<file path="config.mk">
export PLATFORM = sky130hd
export DESIGN_NAME = my_mod
export DESIGN_NICKNAME = d
export VERILOG_FILES = /design/src/rtl/my_mod_pkg.sv /design/src/rtl/my_mod_alu.sv /design/src/rtl/my_mod.sv
export SDC_FILE = /design/constraint.sdc
export NUM_CORES = 1
export LEC_CHECK = 0
export ABC_CLOCK_PERIOD_IN_PS = 3000
export CELL_PAD_IN_SITES_DETAIL_PLACEMENT = 0
export CELL_PAD_IN_SITES_GLOBAL_PLACEMENT = 1
export CORE_UTILIZATION = 38
export CTS_CLUSTER_DIAMETER = 60
export DETAILED_ROUTE_END_ITERATION = 7
export PLACE_DENSITY = 0.78
export SETUP_SLACK_MARGIN = 0.3
export SLEW_MARGIN = 20
export SYNTH_ARGS = -nofsm -noshare
export SYNTH_HDL_FRONTEND = slang
export SYNTH_SLANG_ARGS = --single-unit
</file>
<file path="constraint.sdc">
create_clock -name clk -period 3 [get_ports clk]
set_clock_uncertainty 0.1 [all_clocks]
set_input_delay 0.3 -clock clk [delete_from_list [all_inputs] [get_ports clk]]
set_output_delay 0.3 -clock clk [all_outputs]
set_load 0.01 [all_outputs]
</file>
<file path="src/rtl/my_mod_pkg.sv">
// my_mod_pkg: shared width and op encodings for the my_mod datapath.
package my_mod_pkg;
    localparam int WIDTH = 9;
    localparam logic [1:0] OP_ADD = 2'b00;
    localparam logic [1:0] OP_SHL = 2'b01;
    localparam logic [1:0] OP_SRA = 2'b10;
    localparam logic [1:0] OP_XOR = 2'b11;
endpackage

</file>
<file path="src/rtl/my_mod_alu.sv">
// my_mod_alu: combinational next-value for the accumulator.
module my_mod_alu
    import my_mod_pkg::*;
#(
    parameter int X = 1,
    parameter int Y = 2
) (
    input  logic [WIDTH-1:0] foo,
    input  logic [WIDTH-1:0] acc,
    input  logic [1:0]       op,
    output logic [WIDTH-1:0] nxt
);
    // Kept separate so the ternary below cannot strip the signedness of the shift.
    logic signed [WIDTH-1:0] sra;
    assign sra = $signed(foo) >>> Y;
    always_comb begin
        nxt = op == OP_ADD ? acc + foo :
              op == OP_SHL ? foo << X :
              op == OP_SRA ? sra : acc ^ foo;
    end
endmodule

</file>
<file path="src/rtl/my_mod.sv">
// my_mod: registered 9-bit accumulator with reduction flags and change pulse.
module my_mod
    import my_mod_pkg::*;
#(
    parameter int X = 1,
    parameter int Y = 2
) (
    input  logic             clk,
    input  logic             rst_n,
    input  logic [WIDTH-1:0] foo,
    input  logic             en,
    input  logic [1:0]       op,
    input  logic             clr,
    output logic [WIDTH-1:0] acc,
    output logic             par,
    output logic             any,
    output logic             all,
    output logic             chg
);
    logic [WIDTH-1:0] acc_q, acc_d, nxt;
    logic             chg_q, chg_d;
    my_mod_alu #(.X(X), .Y(Y)) u_alu (.foo(foo), .acc(acc_q), .op(op), .nxt(nxt));
    always_comb begin
        acc_d = clr ? '0 : en ? nxt : acc_q;
        chg_d = acc_d != acc_q;
    end
    always_ff @(posedge clk or negedge rst_n) begin
        if (!rst_n) begin
            acc_q <= '0;
            chg_q <= 1'b0;
        end else begin
            acc_q <= acc_d;
            chg_q <= chg_d;
        end
    end
    assign acc = acc_q;
    assign chg = chg_q;
    assign par = ^acc_q;
    assign any = |acc_q;
    assign all = &acc_q;
endmodule

</file>
==> metrics <==
WL final=4.580 mm; Overflow after GRT=0; CP endpoint=acc[8]; FF+latch count, synth=10; worst skew pair latency=0.23 ns; clock-pin slew on the worst setup and hold paths=0.05 ns; CTS buffer count=3; clock sinks=10; Crit. Startpoint=acc[0]; asr flop ratio synth=100.0%; Initial Util=40.51%; share of layout cells above drive strength 1=17.01%; Setup TNS=0 ns; # DRC=0; Post-DP Area=1966 um2; minimum clock period=2.661 ns; most frequent cells in the layout=25 x clkdlybuf4s50_1, 25 x buf_4, 22 x nor2_1; unique cell type count in the Yosys netlist=56; sequential share of power=22.8%; WS Path Type=reg2reg; die area=4217 um2; placer's final routability congestion estimate=0.9362; CP bufs+invs=1; XOR/XNOR share of the synthesized area=4.655%; TritonCTS clock tree=done; post-synthesis compound-gate area fraction=26.35%; power density over the cells=346.4 nW/um2; # diodes=0; Die Wd=64.94 um; Port Buf Inserts=27; Slew Limit Headroom=67.31%; Post-Layout Cell Count=289; initial antenna violation count=0; wire length of the first global-routing pass=7.596 mm; family with the most delay on the worst path=compound AO/OA/AOI/OAI gates; Post-DP HPWL=3.515 mm; vias in the first global route=1623; simple logic cell fraction of the synthesized area=24.61%; worst-case reg-to-reg path depth=10; DRT Pass-1 Iters=4; switching part of the total=37.40%; Layout fillers=352; area grow syn2layout=37.16%; Worst Tran Pin Value=0.4888 ns; GRT Total Usage=23.09%; Std-Cell Rows=22; Peak VDD IR=0.2399 mV; largest family of logic cells by synthesized area=compound AO/OA/AOI/OAI gates; Avg WL per Cell=15.85 um; Pint=0.4476 mW; post-route antenna net violation count=0; worst-case clock buffer depth=2; Post-Synth Adder-Cell Area=14.63%; post-route cell area=2064 um2; hold crit path type=in2async; fin. max-slew vios=0; largest net degree at the start of global routing=25; NumNets Final=275; post-synthesis mux area share=6.983%; Critical Path End Type=flop; EDFF count, synth=0; FF-to-FF setup slack=0.34 ns; multi-input logic area=1185 um2; Setup violations, final=0; Reg area=250.2 um2; drt initial violations=96; Placed Cells=281; worst path arrival time=2.71 ns; CTS root buf=clkbuf_8; Pleak=0.9083 nW; total power=0.7151 mW; Worst EP required=3.05 ns; CP Launch Type=flop; Core Util, Final=55.56%; worst stage delay on the critical path=0.39 ns; CP Depth=10; H-tree depth=1; Max-Cap Viols=0; Clk pwr share=19.0%; Synthesis Warnings=0; dominant synthesized flop cell=dfrtp_1; Netlist Area Pre-Place=1505 um2; Avg Cell Area, Syn=7.719 um2; Final period util=88.71%; Synth Instances=195; Final Hold Viols=0; die height=64.94 um; Reg-to-Reg Start=acc[0]; via count=1648; crit-path max FO=6; Gate power share=58.2%; post-DR vias/cell=5.702; Psw=0.2674 mW; critical path, cell by cell=ha_2 > inv_2 > fa_2 > nor2b_4 > o31a_1 > o41a_1 > or2_1 > o2bb2ai_1 > a221o_1 > a211oi_2; RSZ-0062 raised after global routing=true; outcome=completed; critical path's slowest cell=o41a_1; total I/O pin count=28; Net Count, Synth=227; area of the core=3716 um2; f_max=0.3758 GHz; Seq/Total Area, Yosys=16.63%; FF-to-FF End=acc[8]
## worst min-delay path by stage
stage	from	end	slack, ns	cells after the start
after floorplan	rst_n	acc[0]	-0.1	0
after global placement	acc[5]	acc[5]	0.53	2
after detailed placement	acc[4]	acc[4]	0.54	3
after CTS	rst_n	acc[1]	0.31	1
after global routing	rst_n	acc[1]	0.34	1
final	rst_n	acc[1]	0.30	1
## layout make-up
type | instances | share of cell area (%)
clock buffers | 3 | 2.000
multi-input cells | 161 | 57.39
flip-flops and latches | 10 | 12.12
well taps | 48 | 2.909
repair buffers | 53 | 23.03
inverters | 14 | 2.545
## metal layers
metal | share of wire (%) | GRT usage (%)
met4 | 2.9 | 6.389
met3 | 4.3 | 3.873
met2 | 49 | 39.58
met5 | 0 | 0
met1 | 44 | 29.44
## timing repair
item                                    4_1_cts  5_1_grt
hold buffers                                  0        0
buffers inserted                              4        1
endpoints found under the setup margin        2        3
pin swaps                                    12        4
resized for setup                             6        3
## cell families (layout without fill, tap and decap cells)
group	Yosys count	after routing
fa+ha+maj	17	17
compound gates	55	55
flops	10	10
xor+xnor	8	8
mux	9	9
simple gates	72	72
buf+inv	24	70
## cells in the mapped netlist, types with 3 or more instances
master | count | share of area, %
o21ai_0 | 8 | 2.7
dfrtp_1 | 10 | 17
nand2b_1 | 3 | 1.2
xnor2_1 | 6 | 3.5
a21oi_1 | 13 | 4.3
nor3_1 | 4 | 1.3
mux2i_1 | 6 | 4.0
ha_1 | 16 | 13
clkbuf_1 | 7 | 1.7
inv_1 | 14 | 3.5
nand2_1 | 17 | 4.2
nor2_1 | 22 | 5.5
a21o_1 | 4 | 2.0
o2111ai_1 | 4 | 2.3
nand4_1 | 6 | 2.5
nand3_1 | 4 | 1.3
## power by group through the flow
stage | combinational (mW) | sequential (mW) | clock (mW)
CTS | 0.404 | 0.163 | 0.139
global route | 0.453 | 0.165 | 0.144
detailed placement | 0.391 | 0.165 | 0
finish | 0.416 | 0.163 | 0.136
global placement | 0.388 | 0.165 | 0
floorplan | 0.222 | 0.171 | 0
## worst register-to-register path, stage by stage (launching register included)
cell       delay [ns]
dfrtp_1          0.38
ha_2             0.20
inv_2            0.06
fa_2             0.23
nor2b_4          0.05
o31a_1           0.26
o41a_1           0.39
or2_1            0.27
o2bb2ai_1        0.13
a221o_1          0.33
a211oi_2         0.17
## through the flow
step	hold WS [ns]	setup WS, ns
detailed placement	0.5402	-0.1457
floorplan	-0.09559	0.3283
CTS	0.3055	0.2033
finish	0.2995	0.3387
global placement	0.5327	-0.05893
global route	0.3386	0.2125
## registers in the layout (all words and copies together), names as in the netlist
name  count
acc       9
chg       1
Power figures use the tool's default switching activity.
